==> config.mk <==
export PLATFORM = sky130hd
export DESIGN_NAME = imm_encoder
export DESIGN_NICKNAME = d
export VERILOG_FILES = /design/src/rtl/imm_pkg.sv /design/src/rtl/imm_pack.sv /design/src/rtl/imm_encoder.sv
export SDC_FILE = /design/constraint.sdc
export NUM_CORES = 1
export LEC_CHECK = 0
export ABC_AREA = 1
export CAP_MARGIN = 25
export CELL_PAD_IN_SITES_DETAIL_PLACEMENT = 1
export CELL_PAD_IN_SITES_GLOBAL_PLACEMENT = 2
export CORE_MARGIN = 10
export CORE_UTILIZATION = 30
export CTS_CLUSTER_SIZE = 16
export DETAILED_ROUTE_END_ITERATION = 7
export HOLD_SLACK_MARGIN = 0.02
export PLACE_DENSITY_LB_ADDON = 0.1
export SETUP_SLACK_MARGIN = 0.02
export SYNTH_ARGS = -nofsm -noshare
export SYNTH_HDL_FRONTEND = slang
export SYNTH_SLANG_ARGS = --single-unit
==> constraint.sdc <==
create_clock -name clk -period 4.55 [get_ports clk]
set_input_delay 0.91 -clock clk [delete_from_list [all_inputs] [get_ports clk]]
set_output_delay 0.91 -clock clk [all_outputs]
set_load 0.005 [all_outputs]
==> src/rtl/imm_pkg.sv <==
// Shared immediate-format codes and field widths for the immediate encoder and extender.
package imm_pkg;

    typedef enum logic [2:0] {
        ImmI = 3'b000,
        ImmS = 3'b001,
        ImmJ = 3'b010,
        ImmB = 3'b011,
        ImmU = 3'b100
    } imm_src_e;

    localparam int unsigned ImmIWidth = 12;
    localparam int unsigned ImmSWidth = 12;
    localparam int unsigned ImmBWidth = 13;
    localparam int unsigned ImmJWidth = 21;
    localparam int unsigned ImmUShift = 12;

    localparam logic [7:0] ErrCntMax = 8'hFF;

    // True when v survives truncation to a w-bit two's complement field.
    function automatic logic fits_signed(input logic [31:0] v, input int unsigned w);
        logic signed [31:0] sh;
        sh = $signed(v) >>> (w - 1);
        return (sh == '0) || (sh == '1);
    endfunction

endpackage

==> src/rtl/imm_pack.sv <==
// Combinational immediate packer: overwrites the immediate-owned bits of an instruction
// word and flags values the selected format cannot represent.
module imm_pack
    import imm_pkg::*;
(
    input  logic [2:0]  i_imm_src,
    input  logic [31:0] i_value,
    input  logic [31:0] i_base_inst,
    output logic [31:0] o_inst,
    output logic        o_range_err
);

    always_comb begin
        o_inst      = i_base_inst;
        o_range_err = 1'b0;
        case (i_imm_src)
            ImmI: begin
                o_inst[31:20] = i_value[11:0];
                o_range_err   = !fits_signed(i_value, ImmIWidth);
            end
            ImmS: begin
                o_inst[31:25] = i_value[11:5];
                o_inst[11:7]  = i_value[4:0];
                o_range_err   = !fits_signed(i_value, ImmSWidth);
            end
            ImmB: begin
                o_inst[31]    = i_value[12];
                o_inst[30:25] = i_value[10:5];
                o_inst[11:8]  = i_value[4:1];
                o_inst[7]     = i_value[11];
                o_range_err   = !fits_signed(i_value, ImmBWidth) || i_value[0];
            end
            ImmJ: begin
                o_inst[31]    = i_value[20];
                o_inst[30:21] = i_value[10:1];
                o_inst[20]    = i_value[11];
                o_inst[19:12] = i_value[19:12];
                o_range_err   = !fits_signed(i_value, ImmJWidth) || i_value[0];
            end
            ImmU: begin
                o_inst[31:12] = i_value[31:12];
                o_range_err   = (i_value[ImmUShift-1:0] != '0);
            end
            // Undefined format: base word passes through untouched.
            default: o_range_err = 1'b1;
        endcase
    end

endmodule

==> src/rtl/imm_encoder.sv <==
// Two-stage valid/ready immediate encoder with optional saturating error counter
// (enabled by defining IMM_ENCODER_ERRCNT_EN).
module imm_encoder
    import imm_pkg::*;
(
    input  logic        clk,
    input  logic        rst,
    input  logic        in_valid,
    output logic        in_ready,
    input  logic [2:0]  imm_src,
    input  logic [31:0] value,
    input  logic [31:0] base_inst,
    output logic        out_valid,
    input  logic        out_ready,
    output logic [31:0] inst,
    output logic        range_err,
    output logic [7:0]  err_count
);

    logic        r_s1_valid;
    logic [2:0]  r_s1_src;
    logic [31:0] r_s1_value;
    logic [31:0] r_s1_base;
    logic        r_s2_valid;
    logic [31:0] r_s2_inst;
    logic        r_s2_err;
    logic        w_advance;
    logic [31:0] w_pack_inst;
    logic        w_pack_err;

    assign w_advance = !r_s2_valid || out_ready;
    assign in_ready  = !r_s1_valid || w_advance;
    assign out_valid = r_s2_valid;
    assign inst      = r_s2_inst;
    assign range_err = r_s2_err;

    always_ff @(posedge clk or posedge rst) begin
        if (rst) begin
            r_s1_valid <= 1'b0;
            r_s1_src   <= '0;
            r_s1_value <= '0;
            r_s1_base  <= '0;
        end else if (in_ready) begin
            r_s1_valid <= in_valid;
            if (in_valid) begin
                r_s1_src   <= imm_src;
                r_s1_value <= value;
                r_s1_base  <= base_inst;
            end
        end
    end

    imm_pack u_imm_pack (
        .i_imm_src   (r_s1_src),
        .i_value     (r_s1_value),
        .i_base_inst (r_s1_base),
        .o_inst      (w_pack_inst),
        .o_range_err (w_pack_err)
    );

    always_ff @(posedge clk or posedge rst) begin
        if (rst) begin
            r_s2_valid <= 1'b0;
            r_s2_inst  <= '0;
            r_s2_err   <= 1'b0;
        end else if (w_advance) begin
            r_s2_valid <= r_s1_valid;
            if (r_s1_valid) begin
                r_s2_inst <= w_pack_inst;
                r_s2_err  <= w_pack_err;
            end
        end
    end

`ifdef IMM_ENCODER_ERRCNT_EN
    logic [7:0] r_err_count;

    always_ff @(posedge clk or posedge rst) begin
        if (rst) begin
            r_err_count <= '0;
        end else if (r_s2_valid && out_ready && r_s2_err && (r_err_count != ErrCntMax)) begin
            r_err_count <= r_err_count + 8'd1;
        end
    end

    assign err_count = r_err_count;
`else
    assign err_count = '0;
`endif

endmodule

==> impl_metrics.json, run 1 <==
{
  "num_io_pins": 114,
  "seq_area_sq_um": 2552,
  "final_nets": 622,
  "min_from": "inst[2]$_DFFE_PP0P_",
  "slew_violations": 0,
  "synthFlopType": "dfrtp_1",
  "grt_overflow": 0,
  "diodes": 0,
  "ir_drop_v": 0.0001873,
  "syn_inst": 449,
  "yosys.area.top_type": "dfrtp_1",
  "cts_setup_buffers": 0,
  "wirelength_microns": 13470,
  "fmax_ghz": 0.3387,
  "clock_latency_ns": 0.35,
  "slew_headroom_pct": 58.99,
  "hold_class": "flop to flop",
  "ys_async_sr_fraction_pct": 100.0,
  "multi_input_area_sq_um": 1738,
  "cts.sinks": 102,
  "wl_per_cell_microns": 18.10,
  "synth_edf_count": 0,
  "grt_pass1_wl_microns": 21480,
  "ys_ff_latch": 102,
  "fin_crit_ns": 2.952,
  "grt_pass1_vias": 3873,
  "fp.dieH_microns": 143.3,
  "met2_usage_pct": 22.10,
  "vias_per_cell": 4.679,
  "dr.pass1.iters": 4,
  "status": "complete, no violations",
  "postCtsHoldBufs": 0,
  "critPathLaunch": "out_ready",
  "coreArea_sq_um": 15030,
  "grtUsageMet3_pct": 5.248,
  "ys_seq_area_share_pct": 55.92,
  "power.leakage_nw": 2.664,
  "arrival_ns": 2.04,
  "hold_viol_final": 0,
  "finalSetupTns_ns": 0,
  "drive_gt1_share_pct": 14.75,
  "path_clk_slew_ns": 0.07,
  "period_share_pct": 64.89,
  "finalPower_w": 0.002783,
  "die_area_sq_um": 20550,
  "drtAntennaViolNets": 0,
  "path_class": "primary input to primary output",
  "max_cap_viol_count": 0,
  "dp_hpwl_microns": 9530,
  "synth_cell_types": 27,
  "place_congestion": 0.7155,
  "vias": 3481,
  "synth_top_area_share_pct": 55.92,
  "cts-root-buf": "clkbuf_16",
  "rsz0062_at_grt": "false",
  "drc": 0,
  "nFillCells": 1713,
  "track_usage_pct": 13.51,
  "avgSynthCellArea_sq_um": 10.17,
  "grt.busiest_layer": "met2",
  "portBuffers": 105,
  "drtIter0Drc": 134,
  "std_cell_rows": 45,
  "use_met1_pct": 16.40,
  "cp-end-kind": "primary output",
  "synth_common_cells": "dfrtp_1, nand2_1, nor2_1",
  "critPathLaunchType": "primary input",
  "synthTopCellsByArea": "dfrtp_1, mux2_2, nand2_1, nor2_1, a21oi_1",
  "r2r_start": "out_valid$_DFFE_PP0P_",
  "netlist_area_sq_um": 4564,
  "start_util_pct": 30.36,
  "power.density_nw_per_um2": 461.3,
  "cts_buffers": 9,
  "cts_tree": "yes",
  "ys_warn_count": 0,
  "setup_viol": 0,
  "h-tree-depth": 3,
  "crit_required_ns": 3.64,
  "synth_most_common_cell": "dfrtp_1",
  "ctsLongestPathBuffers": 2,
  "area_delta_synth_final_pct": 32.15,
  "clock_skew_ns": 0.007779,
  "cp_max_fo": 3,
  "die_x_microns": 143.3,
  "grt_max_degree": 73,
  "cts_resized": 0,
  "worstMarginPinSlew_ns": 0.6151,
  "antenna_found_initial": 0
}
==> layout make-up <==
type                            count  area share (%)
Inverter                           30           1.908
Tap cell                          188           3.900
Clock buffer                       11           3.858
Timing Repair Buffer              110           18.38
Sequential cell                   102           42.31
Multi-Input combinational cell    298           28.81
Clock inverter                      5          0.8297
==> power by group <==
group / switching (W) / internal (W)
clock: 0.000338 / 0.000424
combinational: 0.000338 / 0.000425
sequential: 0.000147 / 0.00111
==> flip-flops by register name (all words and copies together), names as in the netlist <==
name and count:
out_valid 1, r_s1_src 3, r_s1_base 32, r_s1_value 32
r_s1_valid 1, range_err 1, inst 32
==> cells in the final DEF, fill, tap and decap left out, types with 2 or more instances in the layout <==
master and n:
clkinv_2 4, clkdlybuf4s50_1 105, buf_4 4, a221oi_1 6, inv_1 23, mux2_4 14, nand2_4 2, a31oi_1 4
dfrtp_1 102, conb_1 8, o21ai_0 7, mux2_2 36, nand3_1 6, clkbuf_1 2, clkbuf_16 9, nand2_1 75
nor2_1 74, o21ai_1 2, nand4_1 3, inv_2 6, a21oi_1 55
==> kinds of logic after synthesis <==
group / synth area share, %
DFF: 55.92
buffers and inverters: 6.689
AOI/OAI and AO/OA: 9.073
muxes: 13.49
and+or+nand+nor: 14.75
other: 0.08216
==> metrics by stage <==
step | instances | instance area [sq um] | worst slack [ns] | util (%) | hold slack (ns)
5_1_grt | 744 | 6032 | 1.556 | 40.12 | 0.5214
3_3_place_gp | 727 | 5722 | 1.611 | 38.06 | 0.4702
2_1_floorplan | 456 | 4591 | 0.9645 | - | 0.4763
4_1_cts | 743 | 6005 | 1.583 | 39.94 | 0.4928
3_5_place_dp | 727 | 5722 | 1.576 | 38.06 | 0.4764
6_report | 744 | 6032 | 1.598 | 40.12 | 0.4854
==> final timing paths <==
kind | to | slack [ns] | cells after the start
min in group asynchronous | r_s1_base[25]$_DFFE_PP0P_ | 0.98 | 2
worst max-delay path | in_ready | 1.60 | 4
worst max register to register | inst[7]$_DFFE_PP0P_ | 2.79 | 6
worst min register to register | inst[2]$_DFFE_PP0P_ | 0.49 | 2
worst min-delay path | inst[2]$_DFFE_PP0P_ | 0.49 | 2
max in group asynchronous | inst[7]$_DFFE_PP0P_ | 2.70 | 3
==> metal layers <==
layer / share of wire [%] / vias up
met5: 0 / -
li1: - / 1665
met2: 48 / 71
met4: 0.99 / 0
met1: 44 / 1735
met3: 6.7 / 10
==> critical path: stages <==
cell and delay (ns):
clkdlybuf4s50_1 0.46, inv_1 0.06, nand3_2 0.09, clkdlybuf4s50_1 0.51
(Power assumes the default switching activity.)
==> inputs of run 2 (changes only) <==
==> constraint.sdc (replaced) <==
create_clock -name clk -period 2.94 [get_ports clk]
set_input_delay 0.588 -clock clk [delete_from_list [all_inputs] [get_ports clk]]
set_output_delay 0.588 -clock clk [all_outputs]
set_load 0.005 [all_outputs]
==> impl_metrics.json, run 2 (same netlist as run 1, synthesis figures left out) <==
{
  "grt_overflow": 0,
  "p_int_w": 0.002952,
  "p_clk_share_pct": 25.6,
  "postCtsHoldBufs": 0,
  "slew_headroom_pct": 64.48,
  "wirelength_microns": 13210,
  "dr.pass1.iters": 4,
  "clock_latency_ns": 0.35,
  "critPathLaunch": "out_ready",
  "worstMarginPinSlew_ns": 0.5321,
  "portBuffers": 105,
  "finalSetupTns_ns": 0,
  "pwr-share-comb_pct": 28.0,
  "crit_required_ns": 2.35,
  "reg2reg_setup_slack_ns": 1.31,
  "seq_area_sq_um": 2552,
  "clock_skew_ns": 0.004692,
  "fin_crit_ns": 2.302,
  "track_usage_pct": 13.31,
  "status": "complete, no violations",
  "drc": 0,
  "max_stage_delay_ns": 0.52,
  "arrival_ns": 1.71,
  "rsz0062_at_grt": "false",
  "ctsLongestPathBuffers": 2,
  "start_util_pct": 30.36,
  "critPathLaunchType": "primary input",
  "cts.sinks": 102,
  "cts_tree": "yes",
  "cts_setup_buffers": 0,
  "die_x_microns": 143.3,
  "timing.critical_path.mode_cell": "clkdlybuf4s50_1",
  "cp-end-kind": "primary output",
  "seq_power_share_pct": 46.4,
  "coreArea_sq_um": 15030,
  "path_clk_slew_ns": 0.07,
  "drtIter0Drc": 153,
  "hold_class": "flop to flop",
  "cts-root-buf": "clkbuf_16",
  "setup_viol": 0,
  "hold_viol_final": 0,
  "vias_per_cell": 4.621,
  "place_congestion": 0.7452,
  "final_common_cell": "clkdlybuf4s50_1",
  "grt_pass1_wl_microns": 21210,
  "r2r_end": "inst[20]$_DFFE_PP0P_",
  "fmax_ghz": 0.4344,
  "swShare_pct": 29.83,
  "grt_max_degree": 56,
  "std_cell_rows": 45,
  "h-tree-depth": 3,
  "endpoint": "in_ready",
  "fp.dieH_microns": 143.3,
  "finalPower_w": 0.004207,
  "layout_common_cells": "clkdlybuf4s50_1, dfrtp_1, nand2_1",
  "final_nets": 624,
  "period_share_pct": 78.30,
  "dp_hpwl_microns": 9539,
  "cts_buffers": 9,
  "power.leakage_nw": 2.656,
  "worstPathCellList": "clkdlybuf4s50_1 -> inv_1 -> nand3_2 -> clkdlybuf4s50_1",
  "wl_per_cell_microns": 17.72,
  "cp_max_fo": 3,
  "drive_gt1_share_pct": 14.54,
  "grt_pass1_vias": 3821,
  "rr_worst_depth": 6,
  "die_area_sq_um": 20550,
  "cts_resized": 0,
  "r2r_start": "r_s1_src[0]$_DFFE_PP0P_",
  "multi_input_area_sq_um": 1738,
  "vias": 3443,
  "crit_slowest_cell": "clkdlybuf4s50_1",
  "slew_violations": 0,
  "path_class": "primary input to primary output",
  "diodes": 0,
  "area_delta_synth_final_pct": 32.18,
  "num_io_pins": 114,
  "max_cap_viol_count": 0,
  "p_switching_w": 0.001255,
  "drtAntennaViolNets": 0,
  "ir_drop_v": 0.0002836,
  "power.density_nw_per_um2": 697.4,
  "antenna_found_initial": 0,
  "nFillCells": 1709
}
==> run 2: cell types whose count changed in the layout (fill, tap and decap cells not counted), sizes merged <==
cell,delta
buf,+2
bufinv,-1
clkbuf,+2
clkinv,-2
clkinvlp,+1
inv,-1
==> run 2: area by class of cell <==
| cell class | instances | area share [%] |
|---|---|---|
| clock buffer | 13 | 3.982 |
| clock inverter | 2 | 0.1659 |
| inverter | 30 | 1.929 |
| multi-input combinational | 298 | 28.81 |
| sequential | 102 | 42.31 |
| tap | 188 | 3.899 |
| timing repair buffer | 112 | 18.91 |
==> run 2: per-layer routing <==
| layer | global-route usage [%] | routed length (microns) | vias up | share of wire [%] |
|---|---|---|---|---|
| li1 | - | - | 1660 | - |
| met1 | 16.38 | 5836 | 1696 | 44 |
| met2 | 21.48 | 6335 | 75 | 48 |
| met3 | 5.050 | 863 | 12 | 6.5 |
| met4 | 3.439 | 170 | 0 | 1.3 |
| met5 | 0 | 0 | - | 0 |
==> run 2: power by group through the flow <==
stage | Clock (W) | Sequential [W] | Combinational, W
2_1_floorplan | 0 | 0.00193 | 0.000595
3_3_place_gp | 0 | 0.00197 | 0.00119
3_5_place_dp | 0 | 0.00198 | 0.00121
4_1_cts | 0.00113 | 0.00196 | 0.00122
5_1_grt | 0.00119 | 0.00200 | 0.00133
6_report | 0.00108 | 0.00195 | 0.00118
==> run 2: worst min-delay path by stage <==
| stage | startpoint | end | slack, ns | cells past startpoint |
|---|---|---|---|---|
| after floorplan | inst[0]$_DFFE_PP0P_ | inst[0]$_DFFE_PP0P_ | 0.48 | 2 |
| after global placement | inst[4]$_DFFE_PP0P_ | inst[4]$_DFFE_PP0P_ | 0.47 | 2 |
| after detailed placement | inst[5]$_DFFE_PP0P_ | inst[5]$_DFFE_PP0P_ | 0.48 | 2 |
| final | inst[5]$_DFFE_PP0P_ | inst[5]$_DFFE_PP0P_ | 0.49 | 2 |
| after global routing | inst[3]$_DFFE_PP0P_ | inst[3]$_DFFE_PP0P_ | 0.52 | 2 |
| after CTS | inst[5]$_DFFE_PP0P_ | inst[5]$_DFFE_PP0P_ | 0.50 | 2 |
==> run 2: metrics by stage <==
step / setup WS [ns] / utilization [%] / instance area, sq um / instances / hold slack, ns
5_1_grt: 0.5894 / 40.13 / 6033 / 745 / 0.5228
6_report: 0.6381 / 40.13 / 6033 / 745 / 0.4920
4_1_cts: 0.6273 / 40.13 / 6033 / 745 / 0.4965
3_3_place_gp: 0.6398 / 38.47 / 5783 / 730 / 0.4681
2_1_floorplan: 1.134 / - / 4594 / 456 / 0.4763
3_5_place_dp: 0.6306 / 38.47 / 5783 / 730 / 0.4789
==> run 2: worst max-delay path: cells and delay by family <==
kind,cells,cell delay (ns)
buffers and inverters,3,1.03
and+or+nand+nor,1,0.10
==> inputs of run 3 (changes only) <==
==> constraint.sdc (replaced) <==
create_clock -name clk -period 2.2 [get_ports clk]
set_input_delay 0.44 -clock clk [delete_from_list [all_inputs] [get_ports clk]]
set_output_delay 0.44 -clock clk [all_outputs]
set_load 0.005 [all_outputs]
==> impl_metrics.json, run 3 (same netlist as run 1, synthesis figures left out) <==
{
  "cts_resized": 0,
  "placed_area_sq_um": 5866,
  "num_io_pins": 114,
  "start_util_pct": 30.36,
  "p_clk_share_pct": 27.5,
  "grt_max_degree": 31,
  "worstPathCellList": "clkdlybuf4s50_1 -> inv_1 -> nand3_2 -> clkdlybuf4s50_1",
  "hold_class": "flop to flop",
  "cts_buffers": 9,
  "final_core_util_pct": 40.96,
  "drive_gt1_share_pct": 16.13,
  "cts-root-buf": "clkbuf_16",
  "track_usage_pct": 13.45,
  "vias_per_cell": 4.654,
  "grt_pass1_vias": 3973,
  "r2r_start": "r_s1_src[2]$_DFFE_PP0P_",
  "fp.dieH_microns": 143.3,
  "grt_overflow": 0,
  "r2r_end": "inst[20]$_DFFE_PP0P_",
  "wirelength_microns": 13380,
  "final_nets": 630,
  "wl_per_cell_microns": 17.79,
  "cts_tree": "yes",
  "critPathLaunchType": "primary input",
  "status": "complete, no violations",
  "area_delta_synth_final_pct": 34.90,
  "seq_power_share_pct": 44.8,
  "timing.critical_path.mode_cell": "clkdlybuf4s50_1",
  "vias": 3500,
  "max_cap_viol_count": 0,
  "pwr-share-comb_pct": 27.7,
  "setup_viol": 0,
  "fin_crit_ns": 2.024,
  "fmax_ghz": 0.4941,
  "p_switching_w": 0.001730,
  "place_congestion": 0.7912,
  "diodes": 0,
  "power.density_nw_per_um2": 945.0,
  "slew_headroom_pct": 62.70,
  "p_int_w": 0.004089,
  "crit_family": "buffers and inverters",
  "drtIter0Drc": 133,
  "cp_num_buf_inv": 3,
  "coreArea_sq_um": 15030,
  "min_to": "inst[4]$_DFFE_PP0P_",
  "slew_violations": 0,
  "ctsLongestPathBuffers": 2,
  "std_cell_rows": 45,
  "finalPower_w": 0.005818,
  "final_common_cell": "clkdlybuf4s50_1",
  "worstMarginPinSlew_ns": 0.5583,
  "portBuffers": 105,
  "postCtsHoldBufs": 0,
  "die_x_microns": 143.3,
  "grt_pass1_wl_microns": 21510,
  "hold_viol_final": 0,
  "drc": 0,
  "path_clk_slew_ns": 0.07,
  "clock_skew_ns": 0.006725,
  "drtAntennaViolNets": 0,
  "path_class": "primary input to primary output",
  "arrival_ns": 1.58,
  "crit_required_ns": 1.76,
  "rr_worst_depth": 5,
  "cts_setup_buffers": 0,
  "rsz0062_at_grt": "false",
  "min_from": "inst[4]$_DFFE_PP0P_",
  "max_stage_delay_ns": 0.51,
  "swShare_pct": 29.73,
  "hold_depth": 2,
  "ir_drop_v": 0.0003784,
  "dr.pass1.iters": 4,
  "stdcell_area_sq_um": 6157,
  "die_area_sq_um": 20550,
  "cp-end-kind": "primary output",
  "h-tree-depth": 3,
  "dp_hpwl_microns": 10090,
  "cp_max_fo": 3,
  "clock_latency_ns": 0.35,
  "layout_common_cells": "clkdlybuf4s50_1, dfrtp_1, nand2_1",
  "worst_hold_slack_ns": 0.4925,
  "cts.sinks": 102,
  "period_share_pct": 92.00,
  "antenna_found_initial": 0,
  "crit_slowest_cell": "clkdlybuf4s50_1",
  "power.leakage_nw": 2.710,
  "finalSetupTns_ns": 0,
  "reg2reg_setup_slack_ns": 0.56
}
==> run 3: changes by cell type in the layout (fill, tap and decap cells not counted) <==
cell        change
buf_12          +3
buf_4           +3
clkbuf_1        -3
clkinvlp_4      +3
bufinv_16       +1
==> run 3: power groups by stage <==
stage	sequential, W	clock, W	combinational, W
after global placement	0.00263	0	0.00163
after floorplan	0.00257	0	0.000796
after detailed placement	0.00265	0	0.00166
final	0.00260	0.00160	0.00161
after global routing	0.00268	0.00176	0.00180
after CTS	0.00262	0.00167	0.00167
==> run 3: worst max-delay path by stage <==
stage / endpoint / cells after the start / start / slack [ns]
final: in_ready / 4 / out_ready / 0.18
after global placement: in_ready / 4 / out_ready / 0.20
after floorplan: inst[0]$_DFFE_PP0P_ / 1 / rst / 0.54
after CTS: in_ready / 4 / out_ready / 0.16
after global routing: in_ready / 4 / out_ready / 0.14
after detailed placement: in_ready / 4 / out_ready / 0.16
==> run 3: area by class of cell <==
cell class,instances,area (sq um)
timing repair buffer,118,1224
fill,1684,8876
multi-input combinational,298,1738
inverter,30,116.4
clock buffer,10,229.0
clock inverter,6,62.56
sequential,102,2552
tap,188,235.2
==> run 3: tightest hold or removal path: stages (launching register included) <==
cell and delay [ns]:
dfrtp_1 0.35, nand2_1 0.05, o21ai_0 0.06
==> run 3: routing by layer <==
layer / GRT usage (%) / up-vias / wire, microns
met2: 22.61 / 76 / 6580
met3: 4.059 / 12 / 741
li1: - / 1677 / -
met1: 16.14 / 1735 / 5881
met4: 4.245 / 0 / 178
met5: 0 / - / 0
==> run 3: stage by stage <==
stage / setup WS [ns] / std cells
2_1_floorplan: 0.5424 / 456
3_3_place_gp: 0.1950 / 736
3_5_place_dp: 0.1625 / 736
4_1_cts: 0.1629 / 752
5_1_grt: 0.1382 / 752
6_report: 0.1760 / 752
